--- src/rtl/sync_fifo_pkg.sv ---
// -----------------------------------------------------------------------------
// sync_fifo_pkg
//   Helpers shared by the width-converting synchronous FIFOs (upsizing
//   sync_fifo_ps and its downsizing counterpart).
//   - calc_sp_cnt : number of narrow words per wide word.
//   - safe_clog2  : ceil(log2(n)), never less than 1, so counters stay >= 1 bit.
//   - params_ok   : elaboration-time legality of a width/depth combination.
// -----------------------------------------------------------------------------
package sync_fifo_pkg;

  function automatic int calc_sp_cnt(input int wide_width, input int narrow_width);
    return wide_width / narrow_width;
  endfunction

  function automatic int safe_clog2(input int n);
    int r;
    r = 0;
    for (int i = 0; i < 31; i++) begin
      if ((1 << i) < n) r = i + 1;
    end
    return (r < 1) ? 1 : r;
  endfunction

  // Wide width must be an exact multiple (>= 2x) of the narrow width and the
  // memory must hold at least two wide entries.
  function automatic bit params_ok(input int narrow_width, input int wide_width,
                                   input int depth);
    return (narrow_width > 0) && (wide_width % narrow_width == 0) &&
           (wide_width / narrow_width >= 2) && (depth >= 2);
  endfunction

endpackage : sync_fifo_pkg

--- src/rtl/sync_fifo_ps_packer.sv ---
// -----------------------------------------------------------------------------
// sync_fifo_ps_packer
//   Gathers SP_CNT narrow words into one wide word. Lane k holds the k-th
//   narrow word of the current group at bits [k*W_WIDTH +: W_WIDTH].
//   The commit pulse and data are combinational so the assembled word can be
//   written to memory on the same edge as the write that completes it.
//
// Ports
//   clk, rst     : clock, asynchronous active-high reset
//   wr_accept    : narrow write accepted this cycle (already gated by wfull)
//   din          : narrow write data
//   flush_req    : request to commit a partial word (already gated by
//                  memory-full); ignored while the packer is empty
//   pack_cnt     : number of lanes currently filled
//   commit       : a wide word is handed to memory on this edge
//   commit_data  : wide word to store when commit is high
// -----------------------------------------------------------------------------
module sync_fifo_ps_packer
  import sync_fifo_pkg::*;
#(
  parameter int W_WIDTH = 8,
  parameter int SP_CNT  = 4,
  parameter int CNT_W   = 2
) (
  input  logic                        clk,
  input  logic                        rst,
  input  logic                        wr_accept,
  input  logic [W_WIDTH-1:0]          din,
  input  logic                        flush_req,
  output logic [CNT_W-1:0]            pack_cnt,
  output logic                        commit,
  output logic [W_WIDTH*SP_CNT-1:0]   commit_data
);

  localparam int R_WIDTH = W_WIDTH * SP_CNT;

  logic [R_WIDTH-1:0] lanes_q, lanes_d;
  logic [R_WIDTH-1:0] merged;
  logic [CNT_W-1:0]   pack_cnt_q, pack_cnt_d;
  logic               last_lane;
  logic               flush_go;

  // Lanes are cleared on every commit, so lanes above pack_cnt are always
  // zero and a flushed word comes out zero-padded without extra masking.
  always_comb begin
    // NOTE: every always_comb output gets a default first so no path leaves
    // a signal unassigned, which would otherwise infer a latch.
    merged      = lanes_q;
    lanes_d     = lanes_q;
    pack_cnt_d  = pack_cnt_q;
    last_lane   = (pack_cnt_q == CNT_W'(SP_CNT - 1));
    flush_go    = flush_req && (pack_cnt_q != '0);

    for (int k = 0; k < SP_CNT; k++) begin
      if (wr_accept && (pack_cnt_q == CNT_W'(k))) begin
        merged[k*W_WIDTH +: W_WIDTH] = din;
      end
    end

    // A write that completes the word and a flush on the same edge produce
    // exactly one commit of the completed word.
    commit      = (wr_accept && last_lane) || flush_go;
    commit_data = merged;

    if (commit) begin
      lanes_d    = '0;
      pack_cnt_d = '0;
    end else if (wr_accept) begin
      lanes_d    = merged;
      pack_cnt_d = pack_cnt_q + CNT_W'(1);
    end
  end

  // NOTE: sequential state uses non-blocking assignments so every flop
  // samples the pre-edge values regardless of block ordering.
  always_ff @(posedge clk or posedge rst) begin
    if (rst) begin
      lanes_q    <= '0;
      pack_cnt_q <= '0;
    end else begin
      lanes_q    <= lanes_d;
      pack_cnt_q <= pack_cnt_d;
    end
  end

  assign pack_cnt = pack_cnt_q;

endmodule : sync_fifo_ps_packer

--- src/rtl/sync_fifo_ps.sv ---
// -----------------------------------------------------------------------------
// sync_fifo_ps
//   Single-clock upsizing FIFO: narrow words are packed (first word in the
//   LSBs) into R_WIDTH-bit words stored in a DEPTH-entry memory and read out
//   whole. DEPTH need not be a power of two; pointers wrap explicitly.
//
// Ports
//   clk, rst    : clock, asynchronous active-high reset
//   flush       : (only with SYNC_FIFO_PS_FLUSH_EN) commit a partial word,
//                 unfilled lanes zeroed
//   wr_en, din  : narrow write request / data
//   rd_en       : wide read request
//   dout        : registered wide read data, holds between reads
//   dout_valid  : one-cycle pulse when dout was updated
//   wfull       : the next narrow write would be refused
//   rempty      : no complete wide word stored
//   fifo_cnt    : number of stored wide words
//   pack_cnt    : number of narrow words waiting in the packer
//
// Build option
//   SYNC_FIFO_PS_FLUSH_EN : adds the flush input.
// -----------------------------------------------------------------------------
module sync_fifo_ps
  import sync_fifo_pkg::*;
#(
  parameter  int W_WIDTH = 8,
  parameter  int R_WIDTH = 32,
  parameter  int DEPTH   = 16,
  localparam int SP_CNT  = calc_sp_cnt(R_WIDTH, W_WIDTH),
  localparam int PACK_W  = safe_clog2(SP_CNT),
  localparam int FCNT_W  = $clog2(DEPTH) + 1
) (
  input  logic               clk,
  input  logic               rst,
`ifdef SYNC_FIFO_PS_FLUSH_EN
  input  logic               flush,
`endif
  input  logic               wr_en,
  input  logic [W_WIDTH-1:0] din,
  input  logic               rd_en,
  output logic [R_WIDTH-1:0] dout,
  output logic               dout_valid,
  output logic               wfull,
  output logic               rempty,
  output logic [FCNT_W-1:0]  fifo_cnt,
  output logic [PACK_W-1:0]  pack_cnt
);

  localparam int PTR_W = safe_clog2(DEPTH);

  if (!params_ok(W_WIDTH, R_WIDTH, DEPTH)) begin : g_bad_params
    $error("sync_fifo_ps: R_WIDTH must be a multiple (>=2x) of W_WIDTH and DEPTH >= 2");
  end

  logic [R_WIDTH-1:0] mem_q [DEPTH];

  logic [PTR_W-1:0]   w_ptr_q, w_ptr_d;
  logic [PTR_W-1:0]   r_ptr_q, r_ptr_d;
  logic [FCNT_W-1:0]  fifo_cnt_q, fifo_cnt_d;
  logic [R_WIDTH-1:0] dout_q, dout_d;
  logic               dout_valid_q, dout_valid_d;

  logic               mem_full;
  logic               wr_accept;
  logic               rd_accept;
  logic               flush_req;
  logic               commit;
  logic [R_WIDTH-1:0] commit_data;

  function automatic logic [PTR_W-1:0] ptr_inc(input logic [PTR_W-1:0] p);
    return (p == PTR_W'(DEPTH - 1)) ? '0 : p + PTR_W'(1);
  endfunction

  // Flags come from registered state only: a read on this edge does not
  // free space for a write on the same edge.
  assign mem_full  = (fifo_cnt_q == FCNT_W'(DEPTH));
  assign wfull     = mem_full && (pack_cnt == PACK_W'(SP_CNT - 1));
  assign rempty    = (fifo_cnt_q == '0);
  assign wr_accept = wr_en && !wfull;
  assign rd_accept = rd_en && !rempty;

`ifdef SYNC_FIFO_PS_FLUSH_EN
  assign flush_req = flush && !mem_full;
`else
  assign flush_req = 1'b0;
`endif

  sync_fifo_ps_packer #(
    .W_WIDTH (W_WIDTH),
    .SP_CNT  (SP_CNT),
    .CNT_W   (PACK_W)
  ) u_packer (
    .clk         (clk),
    .rst         (rst),
    .wr_accept   (wr_accept),
    .din         (din),
    .flush_req   (flush_req),
    .pack_cnt    (pack_cnt),
    .commit      (commit),
    .commit_data (commit_data)
  );

  // A commit can never happen while memory is full: the completing write is
  // refused by wfull and flush is gated by mem_full.
  always_comb begin
    w_ptr_d      = w_ptr_q;
    r_ptr_d      = r_ptr_q;
    fifo_cnt_d   = fifo_cnt_q;
    dout_d       = dout_q;
    dout_valid_d = rd_accept;

    if (commit) w_ptr_d = ptr_inc(w_ptr_q);
    if (rd_accept) begin
      r_ptr_d = ptr_inc(r_ptr_q);
      dout_d  = mem_q[r_ptr_q];
    end

    case ({commit, rd_accept})
      2'b10:   fifo_cnt_d = fifo_cnt_q + FCNT_W'(1);
      2'b01:   fifo_cnt_d = fifo_cnt_q - FCNT_W'(1);
      default: fifo_cnt_d = fifo_cnt_q;
    endcase
  end

  always_ff @(posedge clk or posedge rst) begin
    if (rst) begin
      w_ptr_q      <= '0;
      r_ptr_q      <= '0;
      fifo_cnt_q   <= '0;
      dout_q       <= '0;
      dout_valid_q <= 1'b0;
    end else begin
      w_ptr_q      <= w_ptr_d;
      r_ptr_q      <= r_ptr_d;
      fifo_cnt_q   <= fifo_cnt_d;
      dout_q       <= dout_d;
      dout_valid_q <= dout_valid_d;
    end
  end

  // NOTE: the storage array has no reset; clearing pointers and count is
  // enough to discard its contents and keeps it mappable to plain RAM.
  always_ff @(posedge clk) begin
    if (commit) mem_q[w_ptr_q] <= commit_data;
  end

  assign dout       = dout_q;
  assign dout_valid = dout_valid_q;
  assign fifo_cnt   = fifo_cnt_q;

endmodule : sync_fifo_ps
--- config.mk ---
export PLATFORM = sky130hd
export DESIGN_NAME = sync_fifo_ps
export DESIGN_NICKNAME = d
export VERILOG_FILES = /design/src/rtl/sync_fifo_pkg.sv /design/src/rtl/sync_fifo_ps_packer.sv /design/src/rtl/sync_fifo_ps.sv
export SDC_FILE = /design/constraint.sdc
export NUM_CORES = 1
export LEC_CHECK = 0
export ABC_CLOCK_PERIOD_IN_PS = 4600
export CORE_UTILIZATION = 55
export CTS_CLUSTER_DIAMETER = 60
export DETAILED_ROUTE_END_ITERATION = 10
export GPL_TIMING_DRIVEN = 0
export PLACE_DENSITY = 0.78
export SLEW_MARGIN = 40
export SYNTH_ARGS = -nofsm -noshare
export SYNTH_HDL_FRONTEND = slang
export SYNTH_SLANG_ARGS = --single-unit
--- constraint.sdc ---
create_clock -name clk -period 4.6 [get_ports clk]
set_input_delay 0.69 -clock clk [delete_from_list [all_inputs] [get_ports clk]]
set_output_delay 0.69 -clock clk [all_outputs]
set_load 0.1 [all_outputs]
==> flow_metrics.tcl <==
set metrics [dict create \
    place.gp.congestion 0.813 \
    fp.dieW_um 206 \
    comb_power_share_pct 33.3 \
    antenna_found_initial 2 \
    leakage_nw 8.89 \
    grt_pass1_vias 12070 \
    clk_pin_slew_ns 0.06 \
    synthFlopType "edfxtp_1" \
    ff2ff_setup_slack_ns 0.90 \
    synthSimpleGateAreaFrac_pct 1.80 \
    synthCells 1099 \
    switching_share_pct 34.6 \
    cts_tree "yes" \
    seq_area_um2 17400 \
    wirelength_um 52700 \
    final_util_pct 64.1 \
    grt_pass1_wl_um 78100 \
    slew_headroom_pct 44.8 \
    synth_area_leader_cell "edfxtp_1" \
    die_h_um 206 \
    critical_path_class "flip-flop to flip-flop" \
    initialDrtViolationCount 1285 \
    violations "design-rule violations" \
    cp.required_ns 5.12 \
    max_freq_mhz 270 \
    wl_per_cell_um 29.2 \
    vias 11663 \
    netlist_area_um2 23000 \
    io_pins 54 \
    cts-root-buf "clkbuf_16" \
    grt_use_total_pct 26.0 \
    synth_fa_ha_area_share_pct 0.795 \
    finClkSkew_ns 0.0240 \
    async_flop_share_pct 13.5 \
    cts_made_buffers 56 \
    synth_most_common_cell "edfxtp_1" \
    cts_max_path_buffers 3 \
    cts_htree_levels 2 \
    p_switching_mw 6.07 \
    fillers 2649 \
    grt.overflow.total 0 \
    hold_buffers 0 \
    clock-sinks 592 \
    synth_area_leaders "edfxtp_1, mux4_2, dfrtp_1, mux2_2, o22ai_1" \
    worst_pin_slew_ns 0.828 \
    pwr-share-clk_pct 26.5 \
    via_per_inst 6.46 \
    postRouteAntennaNets 0 \
    crit_fanout 11 \
    core-area_um2 41000 \
    yosysSeqAreaShare_pct 75.6 \
    grt_max_degree 63 \
    worstPathArrival_ns 4.23 \
    period_needed_ns 3.70 \
    fin_nets 1252 \
    yosys_warnings 0 \
    syn_avg_cell_area_um2 20.9 \
    status "finished with violations" \
    max-cap-violations 0 \
    grt_setup_unrepaired "false" \
    seqPwrFrac_pct 40.2 \
    drc 2 \
    drive_gt1_share_pct 31.4 \
    hold_class "primary input to asynchronous set/reset pin" \
    cts_setup_buffers 0 \
    start_kind "flip-flop" \
    synth_seq_cells 592 \
    setup_viol 0 \
    num_rows 74 \
    power_density_nw_per_um2 668 \
    die_area_um2 42600 \
    drtPass1Iterations 10 \
    postCtsResizedCells 0 \
    clk_latency_ns 0.60 \
    synth_compound_area_share_pct 4.46 \
    dp_hpwl_um 32500 \
    antennaDiodeCount 0 \
    numPortBuffers 52 \
    area_growth_pct 14.4 \
    synth_fp_nets 1125 \
    hold_viol_final 0 \
    multi_input_area_um2 5310 \
    yosysUniqueCellTypes 43 \
    intPower_mw 11.5 \
    ir_drop_uv 604 \
    synth_top_area_share_pct 66.9 \
    yosys-top-cells-count "edfxtp_1, mux4_2, dfrtp_1" \
    cp-end-kind "flip-flop" \
    slew_viol_final 0 \
    start_util_pct 56.0 \
    synthXorXnorAreaFrac_pct 0.229 \
    synth_top_family_by_area "multiplexers" \
    synth-edff-count 512 \
    muxShareOfSynthArea_pct 15.6 \
    fin_crit_sh_pct 80.5 \
    setup_tns_ns 0 \
]
## cell type report
| class | count | area share [%] |
|---|---|---|
| multi-input cells | 440 | 20.2 |
| inverters | 7 | 0.148 |
| clock buffers | 83 | 6.15 |
| well taps | 532 | 2.53 |
| repair buffers | 69 | 2.70 |
| flip-flops and latches | 592 | 66.1 |
| plain buffers | 60 | 1.22 |
| clock inverters | 22 | 0.924 |
## worst max-delay path, stage by stage, from the launching register on
cell	delay, ns
dfrtp_1	0.44
or4_4	0.60
buf_6	0.18
o21a_1	0.17
buf_2	0.17
clkbuf_2	0.32
ha_1	0.42
fa_1	0.44
a21o_1	0.18
a21oi_1	0.21
mux2i_1	0.34
xnor2_1	0.15
## final timing paths
kind / from / end / depth (start not counted)
max: fifo_cnt[0]$_DFFE_PP0P_ / fifo_cnt[4]$_DFFE_PP0P_ / 11
min: rst / dout[17]$_DFFE_PP0P_ / 2
max reg2reg: fifo_cnt[0]$_DFFE_PP0P_ / fifo_cnt[4]$_DFFE_PP0P_ / 11
min reg2reg: u_packer.lanes_q[31]$_DFFE_PP0P_ / u_packer.lanes_q[31]$_DFFE_PP0P_ / 1
max in group asynchronous: rst / u_packer.lanes_q[27]$_DFFE_PP0P_ / 3
min in group clk: u_packer.lanes_q[31]$_DFFE_PP0P_ / u_packer.lanes_q[31]$_DFFE_PP0P_ / 1
## state kept, by name, indices dropped and copies added (netlist names)
| name | flops |
|---|---|
| u_packer.pack_cnt | 2 |
| u_packer.lanes_q | 32 |
| dout | 32 |
| fifo_cnt | 5 |
| w_ptr_q | 4 |
| r_ptr_q | 4 |
| mem_q | 512 |
| dout_valid | 1 |
## per-stage QoR
| step | area [um^2] | power, mW | instances | hold slack, ns | setup slack, ns |
|---|---|---|---|---|---|
| detailed placement | 24400 | 13.0 | 1700 | 0.467 | 0.882 |
| CTS | 26300 | 17.6 | 1805 | 0.424 | 0.946 |
| global route | 26300 | 18.2 | 1805 | 0.443 | 0.773 |
| floorplan | 23000 | 11.5 | 1099 | 0.452 | 1.03 |
| global placement | 24200 | 12.9 | 1683 | 0.471 | -0.0275 |
| finish | 26300 | 17.6 | 1805 | 0.429 | 0.896 |
## cells in the final DEF, fill, tap and decap left out, drive strengths merged, types with 7 or more instances in the layout
master	count
clkbuf	108
and2	23
dfrtp	80
mux4	128
a21o	10
o22ai	60
nor2b	11
inv	7
edfxtp	512
clkdlybuf4s50	10
o21ai	21
a21oi	38
ha	13
mux2	58
buf	94
clkinv	16
a22o	16
nand2	18
## cells by family (layout without fill, tap and decap cells)
group / Yosys count / in the layout
buf+inv: 67 / 241
fa+ha+maj: 14 / 14
mux: 191 / 191
compound gates: 158 / 158
xor+xnor: 6 / 6
simple gates: 71 / 71
flops: 592 / 592
## power groups by stage
| stage | logic, mW | registers (mW) | clock network [mW] |
|---|---|---|---|
| finish | 5.85 | 7.06 | 4.64 |
| floorplan | 3.18 | 8.29 | 0 |
| detailed placement | 5.82 | 7.16 | 0 |
| global route | 6.19 | 7.09 | 4.89 |
| global placement | 5.77 | 7.15 | 0 |
| CTS | 5.88 | 7.05 | 4.68 |
## per-layer routing
| layer | track usage [%] | up-vias | part of all wire, % |
|---|---|---|---|
| met5 | 0 | - | 0.034 |
| met4 | 11.0 | 4 | 3.9 |
| met3 | 4.38 | 137 | 7.6 |
| met2 | 41.5 | 553 | 49 |
| met1 | 35.7 | 6161 | 40 |
| li1 | - | 4808 | - |
(Power assumes the default switching activity.)
